==> src/rtl/ddr2_port_arbiter_if.sv <==
// Request/return and memory command signals shared by the display reader, the pixel writer,
// the DDR2 manager and the port arbiter.
interface ddr2_port_arbiter_if #(
  parameter int ADDR_W = 22,
  parameter int DATA_W = 32,
  parameter int LEN_W  = 4
);
  logic              disp_rd_req;
  logic [ADDR_W-1:0] disp_rd_addr;
  logic [LEN_W-1:0]  disp_rd_len;
  logic              disp_rd_gnt;
  logic              disp_rd_valid;
  logic [DATA_W-1:0] disp_rd_data;
  logic              disp_rd_last;

  logic              frac_wr_req;
  logic [ADDR_W-1:0] frac_wr_addr;
  logic [DATA_W-1:0] frac_wr_data;
  logic              frac_wr_gnt;

  logic              mem_cmd_valid;
  logic              mem_cmd_ready;
  logic              mem_cmd_rd;
  logic [ADDR_W-1:0] mem_cmd_addr;
  logic [DATA_W-1:0] mem_wr_data;
  logic              mem_rd_valid;
  logic [DATA_W-1:0] mem_rd_data;

  // Arbiter side
  modport slave (
    input  disp_rd_req, disp_rd_addr, disp_rd_len,
    output disp_rd_gnt, disp_rd_valid, disp_rd_data, disp_rd_last,
    input  frac_wr_req, frac_wr_addr, frac_wr_data,
    output frac_wr_gnt,
    output mem_cmd_valid, mem_cmd_rd, mem_cmd_addr, mem_wr_data,
    input  mem_cmd_ready, mem_rd_valid, mem_rd_data
  );

  // Requesters and memory manager side
  modport master (
    output disp_rd_req, disp_rd_addr, disp_rd_len,
    input  disp_rd_gnt, disp_rd_valid, disp_rd_data, disp_rd_last,
    output frac_wr_req, frac_wr_addr, frac_wr_data,
    input  frac_wr_gnt,
    input  mem_cmd_valid, mem_cmd_rd, mem_cmd_addr, mem_wr_data,
    output mem_cmd_ready, mem_rd_valid, mem_rd_data
  );
endinterface

==> src/rtl/ddr2_port_arbiter.sv <==
// Shares the DDR2 command port: display burst reads win, pixel writes are forced after STARVE_LIMIT
// display grants. Grant 1 cycle after request, returns forwarded 1 cycle late; commands hold while !ready.
module ddr2_port_arbiter #(
  parameter int ADDR_W       = 22,
  parameter int DATA_W       = 32,
  parameter int RD_BURST_MAX = 8,
  parameter int LEN_W        = 4,
  parameter int STARVE_LIMIT = 16
) (
  input  logic               clk,
  input  logic               rst_n,
  ddr2_port_arbiter_if.slave bus,
  output logic               busy,
  output logic               proto_err
);
  localparam int SC_W = $clog2(STARVE_LIMIT + 1);

  localparam logic [1:0] IDLE     = 2'd0;
  localparam logic [1:0] RD_ISSUE = 2'd1;
  localparam logic [1:0] RD_DRAIN = 2'd2;
  localparam logic [1:0] WR_ISSUE = 2'd3;

  logic [1:0]        state;
  logic [ADDR_W-1:0] base_addr;
  logic [ADDR_W-1:0] wr_addr;
  logic [DATA_W-1:0] wr_data;
  logic [LEN_W-1:0]  rd_len;
  logic [LEN_W-1:0]  issued;
  logic [LEN_W-1:0]  returned;
  logic [SC_W-1:0]   starve_cnt;

  logic              force_wr;
  logic              rd_active;
  logic              rd_hit;
  logic              cmd_fire;
  logic [LEN_W-1:0]  len_clamp;
  logic [LEN_W-1:0]  issued_nxt;
  logic [LEN_W-1:0]  returned_nxt;

  always_comb begin
    len_clamp = bus.disp_rd_len;
    if (bus.disp_rd_len == '0)
      len_clamp = LEN_W'(1);
    else if (bus.disp_rd_len > LEN_W'(RD_BURST_MAX))
      len_clamp = LEN_W'(RD_BURST_MAX);
  end

  assign force_wr     = bus.frac_wr_req && (starve_cnt == SC_W'(STARVE_LIMIT));
  assign rd_active    = (state == RD_ISSUE) || (state == RD_DRAIN);
  // A return only counts while this burst still owes words; anything else is a protocol error.
  assign rd_hit       = bus.mem_rd_valid && rd_active && (returned != rd_len);
  assign returned_nxt = returned + {{(LEN_W-1){1'b0}}, rd_hit};
  assign issued_nxt   = issued + LEN_W'(1);
  assign cmd_fire     = bus.mem_cmd_valid && bus.mem_cmd_ready;

  assign bus.mem_cmd_valid = (state == RD_ISSUE) || (state == WR_ISSUE);
  assign bus.mem_cmd_rd    = (state == RD_ISSUE);
  assign bus.mem_cmd_addr  = (state == RD_ISSUE) ? base_addr + ADDR_W'(issued) :
                             (state == WR_ISSUE) ? wr_addr : '0;
  assign bus.mem_wr_data   = (state == WR_ISSUE) ? wr_data : '0;
  assign busy              = (state != IDLE);

  always_ff @(posedge clk or negedge rst_n) begin
    if (!rst_n) begin
      state             <= IDLE;
      base_addr         <= '0;
      wr_addr           <= '0;
      wr_data           <= '0;
      rd_len            <= '0;
      issued            <= '0;
      returned          <= '0;
      starve_cnt        <= '0;
      proto_err         <= 1'b0;
      bus.disp_rd_gnt   <= 1'b0;
      bus.frac_wr_gnt   <= 1'b0;
      bus.disp_rd_valid <= 1'b0;
      bus.disp_rd_data  <= '0;
      bus.disp_rd_last  <= 1'b0;
    end else begin
      bus.disp_rd_gnt   <= 1'b0;
      bus.frac_wr_gnt   <= 1'b0;
      bus.disp_rd_valid <= rd_hit;
      bus.disp_rd_last  <= rd_hit && (returned_nxt == rd_len);
      if (rd_hit)
        bus.disp_rd_data <= bus.mem_rd_data;
      if (bus.mem_rd_valid && !rd_hit)
        proto_err <= 1'b1;
      returned <= returned_nxt;

      case (state)
        IDLE: begin
          if (bus.disp_rd_req && !force_wr) begin
            state           <= RD_ISSUE;
            base_addr       <= bus.disp_rd_addr;
            rd_len          <= len_clamp;
            issued          <= '0;
            returned        <= '0;
            bus.disp_rd_gnt <= 1'b1;
            if (!bus.frac_wr_req)
              starve_cnt <= '0;
            else if (starve_cnt != SC_W'(STARVE_LIMIT))
              starve_cnt <= starve_cnt + SC_W'(1);
          end else if (bus.frac_wr_req) begin
            state           <= WR_ISSUE;
            wr_addr         <= bus.frac_wr_addr;
            wr_data         <= bus.frac_wr_data;
            bus.frac_wr_gnt <= 1'b1;
            starve_cnt      <= '0;
          end
        end
        RD_ISSUE: begin
          if (cmd_fire) begin
            issued <= issued_nxt;
            if (issued_nxt == rd_len)
              state <= (returned_nxt == rd_len) ? IDLE : RD_DRAIN;
          end
        end
        RD_DRAIN: begin
          if (returned == rd_len)
            state <= IDLE;
        end
        WR_ISSUE: begin
          if (cmd_fire)
            state <= IDLE;
        end
        default: state <= IDLE;
      endcase
    end
  end
endmodule

==> src/flat_wrapper.sv <==
// flat-port wrapper written by rule: the top's interface ports become plain ports
module ddr2_port_arbiter_flat 
#(
  parameter int ADDR_W       = 22,
  parameter int DATA_W       = 32,
  parameter int RD_BURST_MAX = 8,
  parameter int LEN_W        = 4,
  parameter int STARVE_LIMIT = 16
)
  (clk, rst_n, busy, proto_err, bus_disp_rd_req, bus_disp_rd_addr, bus_disp_rd_len, bus_disp_rd_gnt, bus_disp_rd_valid, bus_disp_rd_data, bus_disp_rd_last, bus_frac_wr_req, bus_frac_wr_addr, bus_frac_wr_data, bus_frac_wr_gnt, bus_mem_cmd_valid, bus_mem_cmd_rd, bus_mem_cmd_addr, bus_mem_wr_data, bus_mem_cmd_ready, bus_mem_rd_valid, bus_mem_rd_data);
  ddr2_port_arbiter_if #(.ADDR_W(ADDR_W), .DATA_W(DATA_W), .LEN_W(LEN_W)) bus_i ();
  input  logic clk;
  input  logic rst_n;
  output logic busy;
  output logic proto_err;
  input wire logic [$bits(bus_i.disp_rd_req)-1:0] bus_disp_rd_req;
  input wire logic [$bits(bus_i.disp_rd_addr)-1:0] bus_disp_rd_addr;
  input wire logic [$bits(bus_i.disp_rd_len)-1:0] bus_disp_rd_len;
  output wire logic [$bits(bus_i.disp_rd_gnt)-1:0] bus_disp_rd_gnt;
  output wire logic [$bits(bus_i.disp_rd_valid)-1:0] bus_disp_rd_valid;
  output wire logic [$bits(bus_i.disp_rd_data)-1:0] bus_disp_rd_data;
  output wire logic [$bits(bus_i.disp_rd_last)-1:0] bus_disp_rd_last;
  input wire logic [$bits(bus_i.frac_wr_req)-1:0] bus_frac_wr_req;
  input wire logic [$bits(bus_i.frac_wr_addr)-1:0] bus_frac_wr_addr;
  input wire logic [$bits(bus_i.frac_wr_data)-1:0] bus_frac_wr_data;
  output wire logic [$bits(bus_i.frac_wr_gnt)-1:0] bus_frac_wr_gnt;
  output wire logic [$bits(bus_i.mem_cmd_valid)-1:0] bus_mem_cmd_valid;
  output wire logic [$bits(bus_i.mem_cmd_rd)-1:0] bus_mem_cmd_rd;
  output wire logic [$bits(bus_i.mem_cmd_addr)-1:0] bus_mem_cmd_addr;
  output wire logic [$bits(bus_i.mem_wr_data)-1:0] bus_mem_wr_data;
  input wire logic [$bits(bus_i.mem_cmd_ready)-1:0] bus_mem_cmd_ready;
  input wire logic [$bits(bus_i.mem_rd_valid)-1:0] bus_mem_rd_valid;
  input wire logic [$bits(bus_i.mem_rd_data)-1:0] bus_mem_rd_data;
  assign bus_i.disp_rd_req = bus_disp_rd_req;
  assign bus_i.disp_rd_addr = bus_disp_rd_addr;
  assign bus_i.disp_rd_len = bus_disp_rd_len;
  assign bus_disp_rd_gnt = bus_i.disp_rd_gnt;
  assign bus_disp_rd_valid = bus_i.disp_rd_valid;
  assign bus_disp_rd_data = bus_i.disp_rd_data;
  assign bus_disp_rd_last = bus_i.disp_rd_last;
  assign bus_i.frac_wr_req = bus_frac_wr_req;
  assign bus_i.frac_wr_addr = bus_frac_wr_addr;
  assign bus_i.frac_wr_data = bus_frac_wr_data;
  assign bus_frac_wr_gnt = bus_i.frac_wr_gnt;
  assign bus_mem_cmd_valid = bus_i.mem_cmd_valid;
  assign bus_mem_cmd_rd = bus_i.mem_cmd_rd;
  assign bus_mem_cmd_addr = bus_i.mem_cmd_addr;
  assign bus_mem_wr_data = bus_i.mem_wr_data;
  assign bus_i.mem_cmd_ready = bus_mem_cmd_ready;
  assign bus_i.mem_rd_valid = bus_mem_rd_valid;
  assign bus_i.mem_rd_data = bus_mem_rd_data;
  ddr2_port_arbiter #(.ADDR_W(ADDR_W), .DATA_W(DATA_W), .RD_BURST_MAX(RD_BURST_MAX), .LEN_W(LEN_W), .STARVE_LIMIT(STARVE_LIMIT)) u_core (.clk(clk), .rst_n(rst_n), .bus(bus_i), .busy(busy), .proto_err(proto_err));
endmodule
==> config.mk <==
export PLATFORM = sky130hd
export DESIGN_NAME = ddr2_port_arbiter_flat
export DESIGN_NICKNAME = d
export VERILOG_FILES = /design/src/rtl/ddr2_port_arbiter_if.sv /design/src/rtl/ddr2_port_arbiter.sv /design/src/flat_wrapper.sv
export SDC_FILE = /design/constraint.sdc
export NUM_CORES = 1
export LEC_CHECK = 0
export ABC_AREA = 1
export CAP_MARGIN = 10
export CORE_MARGIN = 2
export CORE_UTILIZATION = 45
export CTS_CLUSTER_DIAMETER = 120
export DETAILED_ROUTE_END_ITERATION = 8
export HOLD_SLACK_MARGIN = 0.05
export PLACE_DENSITY = 0.78
export SLEW_MARGIN = 20
export SYNTH_ARGS = -nofsm -noshare
export SYNTH_HDL_FRONTEND = slang
export SYNTH_SLANG_ARGS = --single-unit
export TNS_END_PERCENT = 30
==> constraint.sdc <==
create_clock -name clk -period 4.4 [get_ports clk]
set_input_delay 1.1 -clock clk [delete_from_list [all_inputs] [get_ports clk]]
set_output_delay 1.1 -clock clk [all_outputs]
set_load 0.02 [all_outputs]
Yosys cells after proc, flatten, opt, wreduce, memory -nomap -nowiden --
Cells that the tools add are included.
Storage, ports and cells: register bits 132, word-level logic and storage cells 84
Operators by class: $add $sub $neg 4, magnitude comparators 1, eq/ne operators 16, mux-type cells 27, bitwise gates (word level) 1, reduce and logical (&&, ||, !) cells 21
Operators with widths (count):
- $mux W22 | 2
- $mux W32 | 1
- $mux W4 | 6
- $add A22 B4 Y22 | 1
- $mux W5 | 4
- $mux W2 | 7
- $eq A4 B4 Y1 | 3
- $reduce_and A3 Y1 | 3
- $ne A2 B1 Y1 const B | 4
- $pmux W2 S4 | 1
- $pmux W4 S2 | 1
- $logic_and A1 B1 Y1 | 7
- $reduce_bool A2 Y1 | 3
- $add A5 B1 Y5 const B | 1
- $eq A5 B5 Y1 const B | 1
- $mux W1 | 5
- $ne A5 B5 Y1 const B | 1
- $reduce_and A5 Y1 | 1
- $add A4 B1 Y4 | 1
- $add A4 B1 Y4 const B | 1
- $eq A2 B2 Y1 const B | 2
- $gt A4 B4 Y1 const B | 1
- $logic_not A4 Y1 | 1
- $ne A4 B4 Y1 | 1
- 9 further kinds | 11

Longest topological paths before layout --
Gate-level depths: netlist of the first run.
word-level depth 10, gate-level depth with buffers 20

Least setup slack after synthesis of the first run --
No wires, ideal clock.
kind reg2out, start point register u_core.issued[0], end point output bus_mem_cmd_addr[16], data arrival time 2.017 ns, required time 3.300 ns, slack 1.283 ns, stages on the path, launching flop included 10, buffers on the path 0, cell sequence dfrtp_1 > ha_1 > fa_1 > inv_1 > nor2_1 > nor2_1 > nor2_1 > nand3_1 > nand2_1 > o21ai_0
Between the ends: cells in the longest elaborated chain, start to end 2
RTL lines:
- start: declaration | line ddr2_port_arbiter.sv:28 | logic [LEN_W-1:0] issued;
- start signal: assignment | line ddr2_port_arbiter.sv:113 | issued <= issued_nxt;
- $add A22 B4 Y22 | line ddr2_port_arbiter.sv:58 | assign bus.mem_cmd_addr = (state == RD_ISSUE) ? base_addr + ADDR_W'(issued) :
- $mux W22 | line ddr2_port_arbiter.sv:58
- end: declaration | line flat_wrapper.sv:29 | output wire logic [$bits(bus_i.mem_cmd_addr)-1:0] bus_mem_cmd_addr;
Every way passes these cells.

Worst setup path in the final report of the first run --
Same ends and word-level chain as after synthesis.

==> results of run 1 <==
## cell families (layout without fill, tap and decap cells)
group | after synthesis | after routing | share of synthesized area, %
buffers and inverters | 135 | 352 | 8.43
AO/OA/AOI/OAI | 115 | 115 | 9.11
flip-flops | 132 | 132 | 49.8
XOR/XNOR | 7 | 7 | 0.924
adder cells (fa/ha/maj) | 14 | 14 | 2.75
AND/OR/NAND/NOR | 475 | 475 | 29.0
## metal layers
| layer | vias to the layer above | track usage, % | part of all wire, % | wire length [um] |
|---|---|---|---|---|
| li1 | 3139 | - | - | - |
| met1 | 2922 | 30.0 | 41 | 7700 |
| met2 | 257 | 40.3 | 48 | 8930 |
| met3 | 33 | 9.11 | 8.7 | 1640 |
| met4 | 0 | 8.43 | 2.6 | 478 |
| met5 | - | 0 | 0 | 0 |
## synth_stat cells (all sizes together) (2+ instances only)
| master | count | area, um^2 |
|---|---|---|
| inv | 99 | 372 |
| nor3 | 6 | 30.0 |
| buf | 21 | 131 |
| a21o | 2 | 15.0 |
| nand4 | 8 | 50.1 |
| dfrtp | 132 | 3300 |
| o21a | 2 | 15.0 |
| nand3 | 36 | 185 |
| nand3b | 3 | 22.5 |
| o22ai | 10 | 62.6 |
| ha | 13 | 163 |
| o21ai | 87 | 435 |
| xnor2 | 3 | 26.3 |
| or2 | 2 | 12.5 |
| clkbuf | 14 | 52.6 |
| a21oi | 11 | 55.1 |
| nor2 | 28 | 138 |
| nand2 | 391 | 1480 |
| xor2 | 4 | 35.0 |
## report_power, final
part	internal (mW)	total, mW	switching, mW	leakage (nW)
registers	1.76	2.14	0.389	1.65
clock network	0.906	1.43	0.520	0.294
logic	1.13	2.76	1.63	2.82
## through the flow
| step | setup slack (ns) | total power, mW | util [%] | std cells | hold WS, ns |
|---|---|---|---|---|---|
| CTS | 0.333 | 6.38 | 65.4 | 1279 | 0.463 |
| finish | 0.326 | 6.33 | 65.4 | 1279 | 0.462 |
| global placement | 0.867 | 4.86 | 61.3 | 1247 | 0.437 |
| detailed placement | 0.780 | 4.92 | 61.3 | 1247 | 0.444 |
| global route | 0.0495 | 6.79 | 65.4 | 1279 | 0.481 |
| floorplan | 1.28 | 3.73 | - | 878 | 0.446 |
## sequential cells by signal, summed over array words and instances, names as in the netlist, 2 cells and up
signal and count:
u_core.starve_cnt 5, u_core.state 2, u_core.issued 4, u_core.bus.disp_rd_data 32, u_core.rd_len 4, u_core.base_addr 22
u_core.returned 4, u_core.wr_data 32, u_core.wr_addr 22
## area by class of cell
class / instances / area share, %
sequential: 132 / 34.9
multi-input combinational: 611 / 29.2
timing repair buffer: 220 / 23.1
clock buffer: 20 / 4.71
inverter: 100 / 3.96
tap: 184 / 2.43
clock inverter: 12 / 1.65
## worst max-delay path: cells and delay by family (launching register included)
kind | cells | cell delay [ns]
flops | 1 | 0.44
buf+inv | 2 | 0.73
fa+ha+maj | 2 | 0.66
compound gates | 1 | 0.20
simple gates | 5 | 0.53
## worst paths after layout
check / from / slack [ns] / to
worst max-delay path: u_core.issued[0] / 0.33 / bus_mem_cmd_addr[16]
worst min-delay path: u_core.proto_err / 0.46 / u_core.proto_err
worst max register to register: u_core.rd_len[0] / 2.11 / u_core.state[1]
worst min register to register: u_core.proto_err / 0.46 / u_core.proto_err
max in group asynchronous: rst_n / 2.75 / u_core.base_addr[5]
min in group asynchronous: rst_n / 0.74 / u_core.bus.disp_rd_gnt
==> qor.yml, run 1 <==
outcome:
  outcome: "finished clean"
setup_path:
  slowest_stage: "clkdlybuf4s50_1"
  end_kind: "primary output"
  critical-path-max-stage-delay_ns: 0.64
  crit_path_cell_trace: "ha_1 -> fa_1 -> inv_1 -> nor2_1 -> nor2_1 -> nor2_1 -> nand3_1 -> nand2_1 -> o21ai_0 -> clkdlybuf4s50_1"
  critPathArrivalTime_ns: 2.97
  worstPathMaxFanout: 7
  required_ns: 3.30
  reg2regPathDepth: 17
  worstSetupStartpointType: "flip-flop"
  critical_path_class: "flip-flop to primary output"
  crit_top_cell: "nor2_1"
floorplanning:
  die_height_um: 125
  io_pins: 212
  coreArea_um2: 14500
  initial_core_util_pct: 45.8
  rows: 44
  die_area_um2: 15700
  die_w_um: 125
timing:
  finalSetupViolations: 0
  setup-tns-final_ns: 0
  tightest_slew_ns: 0.887
  hold_viol_final: 0
  finalClockSkew_ns: 0.00798
  timing.final.crit_share_pct: 92.6
  rsz0062_at_grt: "false"
  relSlewSlack_pct: 40.9
  fin_crit_ns: 4.07
  drv_slew: 0
  fmax_mhz: 245
drt:
  via_per_inst: 4.97
  drt_wl_total_um: 18700
  drtPass1Iterations: 5
  drc: 0
  drt_iter0_markers: 384
  wire_per_inst_um: 14.7
  vias: 6351
  drt.antenna.violating_nets: 0
grt:
  gr-usage-all-layers_pct: 24.6
  grt_max_degree: 95
  grt_pass1_vias: 6268
  grt_overflow: 0
  grt_pass1_wl_um: 30800
  antenna_found_initial: 0
run:
  cap_violations: 0
cts:
  postCtsSetupBuffers: 0
  cts_resized: 0
  path_clk_slew_ns: 0.05
  cts.hold.buffers_added: 0
  cts_buffers: 17
  cts_tree: "yes"
  insertion_delay_ns: 0.41
  cts.sinks: 132
  htree_levels: 4
  cts-root-buf: "clkbuf_16"
  clockBufferDepth: 2
finish:
  nFillCells: 1265
  final_common_cell: "nand2_1"
  area_delta_synth_final_pct: 42.9
  regArea_um2: 3300
  postLayoutCellArea_um2: 9480
  drive_above_1_share_pct: 4.75
  multi_input_area_um2: 2770
  finalNetCount: 1214
  diodes: 0
  layout_common_cells: "nand2_1, clkdlybuf4s50_1, dfrtp_1"
power_and_ir_drop:
  p_leak_nw: 4.76
  pwr_density_cell_nw_per_um2: 668
  vdd.ir_drop.worst_mv: 0.485
place:
  placedInstanceArea_um2: 8870
  dp_hpwl_um: 13400
  routabilityCongestion: 0.905
  io_buffers: 211
synth:
  syn-num-nets: 1010
  async_flop_share_pct: 100
  syn_area_um2: 6630
  avgSynthCellArea_um2: 7.55
  syn_inst: 878
  synth-edff-count: 0
  yosysSeqAreaShare_pct: 49.8
  synth-seq-cells: 132
  synth.distinct_cells: 34
  ys_warn_count: 0
  synth_ff_type: "dfrtp_1"
worst_hold_path:
  holdCritPathClass: "flip-flop to flip-flop"
  holdPathStages: 1
(Power assumes the default switching activity.)
==> run 2, diff against run 1 <==
Settings changed: CELL_PAD_IN_SITES_DETAIL_PLACEMENT set to 1, CELL_PAD_IN_SITES_GLOBAL_PLACEMENT set to 1, CORE_UTILIZATION 45 to 36, PLACE_DENSITY 0.78 to not set, PLACE_DENSITY_LB_ADDON set to 0.1.
Clock period 4.4 ns to 5.1 ns, I/O delays scaled along.
==> run 2 against run 1 <==
Net effect:
- flip-flop and latch count is the same
- die area grew 24%
- global-route usage shrank 2.0 points
- core utilization shrank 12 points
- via count grew 0.80%
- first-iteration DRC count shrank 42%
- final cell count grew 3.4%
- design area grew 1.2%
- clock skew grew 0.0057 ns
- worst setup slack gained 0.50 ns
- largest power group unchanged
- highest routed layer unchanged
==> qor.yml, run 2 (synthesis results as in run 1) <==
drt:
  via_per_inst: 4.84
  wire_per_inst_um: 16.3
  drtPass1Iterations: 4
  drt_iter0_markers: 221
  drt_wl_total_um: 21500
  drt.antenna.violating_nets: 0
  vias: 6402
  drc: 0
timing:
  relSlewSlack_pct: 49.0
  hold_ws_ns: 0.470
  rsz0062_at_grt: "false"
  fin_crit_ns: 4.27
  finalClockSkew_ns: 0.0137
  timing.final.crit_share_pct: 83.8
  hold_viol_final: 0
  finalSetupViolations: 0
  setup-tns-final_ns: 0
  drv_slew: 0
  tightest_slew_ns: 0.763
  fmax_mhz: 234
setup_path:
  worstSetupStartpointType: "flip-flop"
  critical_path_class: "flip-flop to primary output"
  worstPathMaxFanout: 7
  required_ns: 3.83
  critPathArrivalTime_ns: 3.00
  end_kind: "primary output"
grt:
  gr-usage-all-layers_pct: 22.5
  grt_pass1_vias: 6814
  grt_max_degree: 73
  grt_overflow: 0
  antenna_found_initial: 0
  grt_pass1_wl_um: 35200
finish:
  multi_input_area_um2: 2770
  layout_common_cells: "nand2_1, clkdlybuf4s50_1, dfrtp_1"
  drive_above_1_share_pct: 4.75
  layout.cells.non_filler: 1323
  finalNetCount: 1214
  final_util_pct: 53.2
  regArea_um2: 3300
  diodes: 0
  nFillCells: 2198
  top_regs: "u_core.bus.disp_rd_data x32, u_core.wr_data x32"
  final_common_cell: "nand2_1"
  area_delta_synth_final_pct: 44.5
cts:
  htree_levels: 4
  cts.sinks: 132
  cts_resized: 0
  cts-root-buf: "clkbuf_16"
  insertion_delay_ns: 0.42
  cts.hold.buffers_added: 0
  cts_tree: "yes"
  clockBufferDepth: 2
  path_clk_slew_ns: 0.06
  postCtsSetupBuffers: 0
  cts_buffers: 17
floorplanning:
  coreArea_um2: 18000
  die_height_um: 140
  io_pins: 212
  die_area_um2: 19500
  rows: 49
  die_w_um: 140
  initial_core_util_pct: 36.8
place:
  placedCellCount: 1292
  routabilityCongestion: 0.825
  io_buffers: 211
  dp_hpwl_um: 14900
power_and_ir_drop:
  pwr_density_cell_nw_per_um2: 587
  p_leak_nw: 4.78
  vdd.ir_drop.worst_mv: 0.277
  total_power_mw: 5.63
worst_hold_path:
  holdCritPathClass: "flip-flop to flip-flop"
outcome:
  outcome: "finished clean"
run:
  cap_violations: 0
-- run 2: cell count changes in the layout (fill, tap and decap cells not counted) --
cell	delta
clkbuf_8	+1
bufinv_16	+2
inv_6	+1
clkbuf_1	-1
clkinv_2	-3
clkinv_4	-2
clkinvlp_4	+1
-- run 2: layout make-up --
cell class	count	area share, %
Tap cell	229	2.99
Timing Repair Buffer	220	22.9
Clock buffer	20	4.76
Inverter	100	3.92
Clock inverter	11	2.09
Multi-Input combinational cell	611	28.9
Sequential cell	132	34.5
-- run 2: path summary, 6_finish.rpt --
kind | from | end | slack (ns) | cells after the start
worst min-delay path | u_core.proto_err | u_core.proto_err | 0.47 | 1
worst max register to register | u_core.rd_len[1] | u_core.state[1] | 2.29 | 18
min in group asynchronous | rst_n | u_core.base_addr[20] | 0.87 | 1
worst max-delay path | u_core.issued[0] | bus_mem_cmd_addr[10] | 0.83 | 10
max in group asynchronous | rst_n | u_core.bus.disp_rd_data[23] | 3.29 | 2
worst min register to register | u_core.proto_err | u_core.proto_err | 0.47 | 1
-- run 2: layer usage --
metal	part of all wire (%)	GRT usage [%]	vias to the layer above
met5	0	0	-
met4	1.7	6.16	0
met2	50	38.8	148
li1	-	-	3129
met1	43	28.1	3101
met3	5.2	5.78	24
-- run 2: worst max-delay path: stages (launching register included) --
cell,delay [ns]
dfrtp_1,0.44
ha_1,0.25
fa_1,0.42
inv_1,0.09
nor2_1,0.05
nor2_1,0.18
nor2_1,0.16
nand3b_1,0.12
nand3_1,0.12
o21ai_0,0.11
clkdlybuf4s50_1,0.63
-- run 2: stage by stage --
step / setup WS [ns] / area, um^2
floorplan: 1.81 / 6630
finish: 0.829 / 9590
global placement: 1.33 / 8930
detailed placement: 1.30 / 8930
global route: 0.587 / 9590
CTS: 0.818 / 9590
-- run 2: power breakdown --
part           switching, mW  leakage [nW]  internal [mW]
clock                  0.482         0.313          0.895
sequential             0.315          1.65           1.51
combinational           1.45          2.82          0.972
total                   2.25          4.78           3.38
